### src/rtl/timer_pkg.sv
// Shared types and constants for the BCD minutes:seconds timer.
// Holds the FSM state encoding, BCD limits and the preset clamp helper.
package timer_pkg;

  typedef enum logic [1:0] {
    IDLE,
    RUN,
    PAUSE,
    EXPIRED
  } state_e;

  localparam logic [3:0] BCD_BLANK        = 4'hF;
  localparam logic [3:0] BCD_MAX_UNITS    = 4'd9;
  localparam logic [3:0] BCD_MAX_TENS_SEC = 4'd5;

  // Out-of-range preset digits saturate to the digit's own maximum.
  function automatic logic [3:0] bcd_clamp(input logic [3:0] d, input logic [3:0] max);
    return (d > max) ? max : d;
  endfunction

endpackage

### src/rtl/bcd_digit_counter.sv
// One up/down BCD digit that wraps at LIMIT/0 and reports the wrap to the next digit.
// Also exposes its next value so the parent can register display outputs in step.
module bcd_digit_counter
  import timer_pkg::*;
#(
  parameter logic [3:0] LIMIT = BCD_MAX_UNITS
) (
  input  logic       clk,
  input  logic       rst_n,
  input  logic       en,
  input  logic       up,
  input  logic       load,
  input  logic [3:0] load_val,
  output logic [3:0] digit,
  output logic [3:0] digit_nxt,
  output logic       carry_borrow_out
);

  logic [3:0] digit_q, digit_d;

  // Kept independent of load so the parent can use it to decide whether to load.
  assign carry_borrow_out = en && (up ? (digit_q == LIMIT) : (digit_q == 4'd0));

  always_comb begin
    // NOTE: every combinational output gets a default first, so no path leaves it unassigned and no latch is inferred.
    digit_d = digit_q;
    if (load) begin
      digit_d = load_val;
    end else if (en) begin
      if (up) begin
        digit_d = (digit_q == LIMIT) ? 4'd0 : digit_q + 4'd1;
      end else begin
        digit_d = (digit_q == 4'd0) ? LIMIT : digit_q - 4'd1;
      end
    end
  end

  always_ff @(posedge clk or negedge rst_n) begin
    if (!rst_n) begin
      digit_q <= 4'd0;
    end else begin
      // NOTE: state registers use non-blocking assignment so every flop samples pre-edge values.
      digit_q <= digit_d;
    end
  end

  assign digit     = digit_q;
  assign digit_nxt = digit_d;

endmodule

### src/rtl/bcd_mmss_timer.sv
// MM:SS BCD timer core: run/pause FSM, 1 Hz prescaler, up/down count with expiry and blink.
// Display outputs are registered from next-state values so they track the internal state exactly.
module bcd_mmss_timer
  import timer_pkg::*;
#(
  parameter int TICK_DIV = 50000000
) (
  input  logic       clk,
  input  logic       rst_n,
  input  logic       start_stop,
  input  logic       load,
  input  logic       up_dn,
  input  logic [3:0] preset_m1,
  input  logic [3:0] preset_m0,
  input  logic [3:0] preset_s1,
  input  logic [3:0] preset_s0,
  output logic [3:0] dig_m1,
  output logic [3:0] dig_m0,
  output logic [3:0] dig_s1,
  output logic [3:0] dig_s0,
  output logic       running,
  output logic       expired,
  output logic       done
);

  localparam int            PW         = (TICK_DIV > 2) ? $clog2(TICK_DIV) : 1;
  localparam logic [PW-1:0] PRESC_LAST = PW'(TICK_DIV - 1);
  localparam logic [PW-1:0] PRESC_HALF = PW'(TICK_DIV / 2);

  state_e        state_q, state_d;
  logic [PW-1:0] presc_q, presc_d;

  logic [3:0] cnt_m1, cnt_m0, cnt_s1, cnt_s0;
  logic [3:0] nxt_m1, nxt_m0, nxt_s1, nxt_s0;
  logic [3:0] val_m1, val_m0, val_s1, val_s0;
  logic       cb_s0, cb_s1, cb_m0, cb_m1;

  logic tick, wrap, reload, cnt_load, at_zero, at_one, expire, blank_d;

  assign tick    = (state_q == RUN) && (presc_q == PRESC_LAST);
  assign at_zero = {cnt_m1, cnt_m0, cnt_s1, cnt_s0} == 16'h0000;
  assign at_one  = {cnt_m1, cnt_m0, cnt_s1, cnt_s0} == 16'h0001;

  // A carry/borrow out of the minutes-tens digit means the step would wrap
  // past 99:59 or below 00:00; the count is then reloaded with itself to hold.
  assign wrap     = cb_m1;
  assign reload   = load || ((state_q == EXPIRED) && start_stop);
  assign cnt_load = reload || wrap;
  assign expire   = tick && (wrap || (!up_dn && at_one));

  assign val_m1 = reload ? bcd_clamp(preset_m1, BCD_MAX_UNITS)    : cnt_m1;
  assign val_m0 = reload ? bcd_clamp(preset_m0, BCD_MAX_UNITS)    : cnt_m0;
  assign val_s1 = reload ? bcd_clamp(preset_s1, BCD_MAX_TENS_SEC) : cnt_s1;
  assign val_s0 = reload ? bcd_clamp(preset_s0, BCD_MAX_UNITS)    : cnt_s0;

  bcd_digit_counter #(.LIMIT(BCD_MAX_UNITS)) u_s0 (
    .clk(clk), .rst_n(rst_n), .en(tick), .up(up_dn), .load(cnt_load),
    .load_val(val_s0), .digit(cnt_s0), .digit_nxt(nxt_s0), .carry_borrow_out(cb_s0)
  );

  bcd_digit_counter #(.LIMIT(BCD_MAX_TENS_SEC)) u_s1 (
    .clk(clk), .rst_n(rst_n), .en(cb_s0), .up(up_dn), .load(cnt_load),
    .load_val(val_s1), .digit(cnt_s1), .digit_nxt(nxt_s1), .carry_borrow_out(cb_s1)
  );

  bcd_digit_counter #(.LIMIT(BCD_MAX_UNITS)) u_m0 (
    .clk(clk), .rst_n(rst_n), .en(cb_s1), .up(up_dn), .load(cnt_load),
    .load_val(val_m0), .digit(cnt_m0), .digit_nxt(nxt_m0), .carry_borrow_out(cb_m0)
  );

  bcd_digit_counter #(.LIMIT(BCD_MAX_UNITS)) u_m1 (
    .clk(clk), .rst_n(rst_n), .en(cb_m0), .up(up_dn), .load(cnt_load),
    .load_val(val_m1), .digit(cnt_m1), .digit_nxt(nxt_m1), .carry_borrow_out(cb_m1)
  );

  always_comb begin
    state_d = state_q;
    if (load) begin
      state_d = IDLE;
    end else begin
      unique case (state_q)
        IDLE:    if (start_stop && !(!up_dn && at_zero)) state_d = RUN;
        RUN:     if (expire) state_d = EXPIRED;
                 else if (start_stop) state_d = PAUSE;
        PAUSE:   if (start_stop) state_d = RUN;
        EXPIRED: if (start_stop) state_d = IDLE;
      endcase
    end
  end

  // The prescaler holds on the pause edge so a resume continues mid-second.
  always_comb begin
    presc_d = presc_q;
    if (load) begin
      presc_d = '0;
    end else begin
      unique case (state_q)
        IDLE:    presc_d = '0;
        RUN:     if (tick) presc_d = '0;
                 else if (!start_stop) presc_d = presc_q + PW'(1);
        PAUSE:   presc_d = presc_q;
        EXPIRED: if (start_stop || presc_q == PRESC_LAST) presc_d = '0;
                 else presc_d = presc_q + PW'(1);
      endcase
    end
  end

  assign blank_d = (state_d == EXPIRED) && (presc_d < PRESC_HALF);

  always_ff @(posedge clk or negedge rst_n) begin
    if (!rst_n) begin
      state_q <= IDLE;
      presc_q <= '0;
      dig_m1  <= 4'd0;
      dig_m0  <= 4'd0;
      dig_s1  <= 4'd0;
      dig_s0  <= 4'd0;
      running <= 1'b0;
      expired <= 1'b0;
      done    <= 1'b0;
    end else begin
      state_q <= state_d;
      presc_q <= presc_d;
      dig_m1  <= blank_d ? BCD_BLANK : nxt_m1;
      dig_m0  <= blank_d ? BCD_BLANK : nxt_m0;
      dig_s1  <= blank_d ? BCD_BLANK : nxt_s1;
      dig_s0  <= blank_d ? BCD_BLANK : nxt_s0;
      running <= (state_d == RUN);
      expired <= (state_d == EXPIRED);
      done    <= (state_d == EXPIRED) && (state_q != EXPIRED);
    end
  end

endmodule

### config.mk
export PLATFORM = sky130hd
export DESIGN_NAME = bcd_mmss_timer
export DESIGN_NICKNAME = d
export VERILOG_FILES = /design/src/rtl/timer_pkg.sv /design/src/rtl/bcd_digit_counter.sv /design/src/rtl/bcd_mmss_timer.sv
export SDC_FILE = /design/constraint.sdc
export NUM_CORES = 1
export LEC_CHECK = 0
export ABC_AREA = 1
export CORE_UTILIZATION = 40
export CTS_CLUSTER_DIAMETER = 80
export CTS_CLUSTER_SIZE = 28
export DETAILED_ROUTE_END_ITERATION = 16
export GPL_ROUTABILITY_DRIVEN = 1
export GPL_TIMING_DRIVEN = 1
export SKIP_LAST_GASP = 1
export SYNTH_ARGS = -nofsm -noshare
export SYNTH_HDL_FRONTEND = slang
export SYNTH_HIERARCHICAL = 1
export SYNTH_SLANG_ARGS = --single-unit
### constraint.sdc
create_clock -name clk -period 5.4 [get_ports clk]
set_input_delay 0.54 -clock clk [delete_from_list [all_inputs] [get_ports clk]]
set_output_delay 0.54 -clock clk [all_outputs]
set_load 0.02 [all_outputs]
==> results.json <==
{
  "antenna_cells": 0,
  "slowest_stage": "dfrtp_1",
  "drc_errors": 0,
  "synth-edff-count": 0,
  "largest_register_ffs": 26,
  "io_buffers": 39,
  "gp_congestion": 0.9628,
  "ys_types": 43,
  "slew_violations": 0,
  "yosys_warnings": 6,
  "area_delta_synth_final_pct": 17.21,
  "dp_hpwl_microns": 9320,
  "p_int_w": 0.0009832,
  "die_h_microns": 111.1,
  "final_cells": 904,
  "worst-r2r-setup-slack_ns": 0.77,
  "cts.reportedPaths.clkPinSlew_ns": 0.05,
  "hold_viol_final": 0,
  "power_frac_seq_pct": 38.7,
  "cts_buffers": 9,
  "synth_area_sq_um": 4763,
  "grt_pass1_wl_microns": 21180,
  "clk_latency_ns": 0.34,
  "slew_headroom_pct": 42.01,
  "critPathKind": "flip-flop to flip-flop",
  "min_period_ns": 4.625,
  "layout.nets": 780,
  "clock_skew_ns": 0.003209,
  "switching_share_pct": 30.23,
  "fp.dieArea_sq_um": 12350,
  "routed_wl_microns": 12750,
  "start_util_pct": 41.36,
  "crit_top_cell": "inv_1",
  "cts_setup_buffers": 0,
  "placedCellCount": 890,
  "ctsRootBufferMaster": "clkbuf_16",
  "h-tree-depth": 3,
  "power.switching_w": 0.0004260,
  "cp.required_ns": 5.66,
  "drtIter0Drc": 361,
  "yosys.area.top_type_share_pct": 33.10,
  "seq_area_frac_synth_pct": 33.10,
  "cts_tree": "done",
  "rsz0062_at_grt": "no",
  "syn_nets": 734,
  "multi_input_area_sq_um": 2610,
  "clkPwrFrac_pct": 39.5,
  "finalCritPeriodShare_pct": 85.65,
  "reg2regPathDepth": 27,
  "cellLeakagePower_nw": 2.660,
  "grt_max_degree": 64,
  "ys.flop_type": "dfrtp_1",
  "vias_per_cell": 5.197,
  "fin_setup_tns_ns": 0,
  "setup_violations": 0,
  "async_reset_ff_share_pct": 100.0,
  "hold_buffers": 0,
  "worstMarginPinSlew_ns": 0.8699,
  "yosys_register_bits": 63,
  "clk_path_buf_depth": 2,
  "rows": 39,
  "grt_pass1_vias": 4453,
  "syn_area_per_cell_sq_um": 6.690,
  "grt_use_total_pct": 21.78,
  "vias": 4698,
  "core_area_sq_um": 11520,
  "die_w_microns": 111.1,
  "nFillCells": 1155,
  "synth.area.top_cells": "dfrtp_1 (33%), nand2_1 (15%), inv_1 (8.9%), nand3_1 (8.0%), nor2_1 (5.8%)",
  "antenna_found_initial": 0,
  "critPathCaptureType": "flip-flop",
  "cts_resized": 0,
  "cp_slowest_stage_delay_ns": 0.36,
  "fmax_ghz": 0.2162,
  "synth_top_cell_by_area": "dfrtp_1",
  "dr.pass1.iters": 7,
  "pwr-share-comb_pct": 21.9,
  "path_max_fanout": 16,
  "io_pins": 40,
  "largest_register": "presc_q",
  "ff_latch_area_sq_um": 1577,
  "r2r_end": "dig_m1[0]",
  "maxCapViolations": 0,
  "hold_path.class": "input port to async pin",
  "cp.arrival_ns": 4.89,
  "routedWlPerCell_microns": 14.10,
  "clock-sinks": 63,
  "outcome": "completed",
  "drive_gt1_share_pct": 11.96,
  "synthCells": 712,
  "peakVddDrop_mv": 0.1870,
  "final_antenna_net_count": 0,
  "gr-total-overflow": 0,
  "start_kind": "flip-flop",
  "regToRegStartpoint": "presc_q[1]",
  "powerDensity_nw_per_um2": 252.4
}
-- cells in the mapped netlist, drive strengths merged, types with 3 or more instances --
| cell type | number |
|---|---|
| a211oi | 3 |
| a21o | 3 |
| a21oi | 28 |
| buf | 4 |
| bufinv | 3 |
| clkbuf | 7 |
| dfrtp | 63 |
| inv | 117 |
| nand2 | 207 |
| nand3 | 89 |
| nand3b | 3 |
| nand4 | 18 |
| nor2 | 97 |
| nor3 | 7 |
| o211ai | 4 |
| o21ai | 37 |
| o21bai | 4 |
| xnor2 | 5 |
-- stage by stage --
stage / hold WS, ns / total power [W] / instance area (sq um) / setup slack (ns) / utilization, %
after detailed placement: 0.5357 / 0.0008590 / 5299 / 0.7494 / 46.01
after global placement: 0.5111 / 0.0008591 / 5299 / 0.9619 / 46.01
after global routing: 0.4456 / 0.001486 / 5583 / 0.2888 / 48.48
after floorplan: 0.2444 / 0.0007426 / 4763 / 1.178 / -
after CTS: 0.4220 / 0.001429 / 5583 / 0.7405 / 48.48
final: 0.3599 / 0.001409 / 5583 / 0.7747 / 48.48
-- cells in the final DEF (no fill, tap or decap), types with 5 or more instances in the layout --
cell and instances:
o21ai_1 10, nand3_1 76, a21oi_1 25, xnor2_1 5, nor2_1 74, buf_4 7, o21ai_0 27, nand2_2 17
inv_1 113, nor2_2 14, nand2_1 187, nor2_4 9, clkbuf_16 9, nand4_1 18, nand3_2 11, dfrtp_1 63
nor3_1 7, clkdlybuf4s50_1 38
-- worst max-delay path by stage --
stage               start        end  slack, ns  cells after the start
2_1_floorplan  presc_q[1]  dig_m0[0]       1.18                     26
3_3_place_gp   presc_q[1]  dig_m1[1]       0.96                     27
3_5_place_dp   presc_q[1]  dig_s1[3]       0.75                     27
4_1_cts        presc_q[1]  dig_s1[3]       0.74                     27
5_1_grt        presc_q[1]  dig_m1[0]       0.29                     27
6_report       presc_q[1]  dig_m1[0]       0.77                     27
-- layout make-up --
cell class                      instances  area share, %
Sequential cell                        63          28.24
Inverter                              121          8.875
Tap cell                              143          3.205
Timing Repair Buffer                   46          7.844
Clock buffer                           14          5.087
Multi-Input combinational cell        517          46.75
-- worst max-delay path, delay by kind of cell, from the launching register on --
family                     cells  cell delay, ns
AOI/OAI and AO/OA              4            1.09
and+or+nand+nor               14            1.94
adders and majority gates      1            0.19
buffers and inverters          8            0.97
DFF                            1            0.36
-- cells by family after synthesis --
logic type / count (synthesis) / share of synthesized area (%)
DFF: 63 / 33.10
adders and majority gates: 1 / 0.2626
and+or+nand+nor: 426 / 42.97
AOI/OAI and AO/OA: 83 / 10.27
buffers and inverters: 132 / 12.11
xor gates and xnor gates: 7 / 1.287
-- power groups by stage --
stage	sequential, W	clock (W)	combinational [W]
floorplan	0.000569	0	0.000174
global placement	0.000553	0	0.000306
detailed placement	0.000552	0	0.000307
CTS	0.000544	0.000576	0.000308
global route	0.000549	0.000595	0.000343
finish	0.000545	0.000556	0.000308
-- metal layers --
metal  vias to the layer above  GRT usage, %  wire [microns]
li1                       2352             -               -
met1                      2193         26.30            5527
met2                       142         38.24            6283
met3                        11         3.882             766
met4                         0         8.829             174
met5                         -             0               0
(Power assumes the default switching activity.)
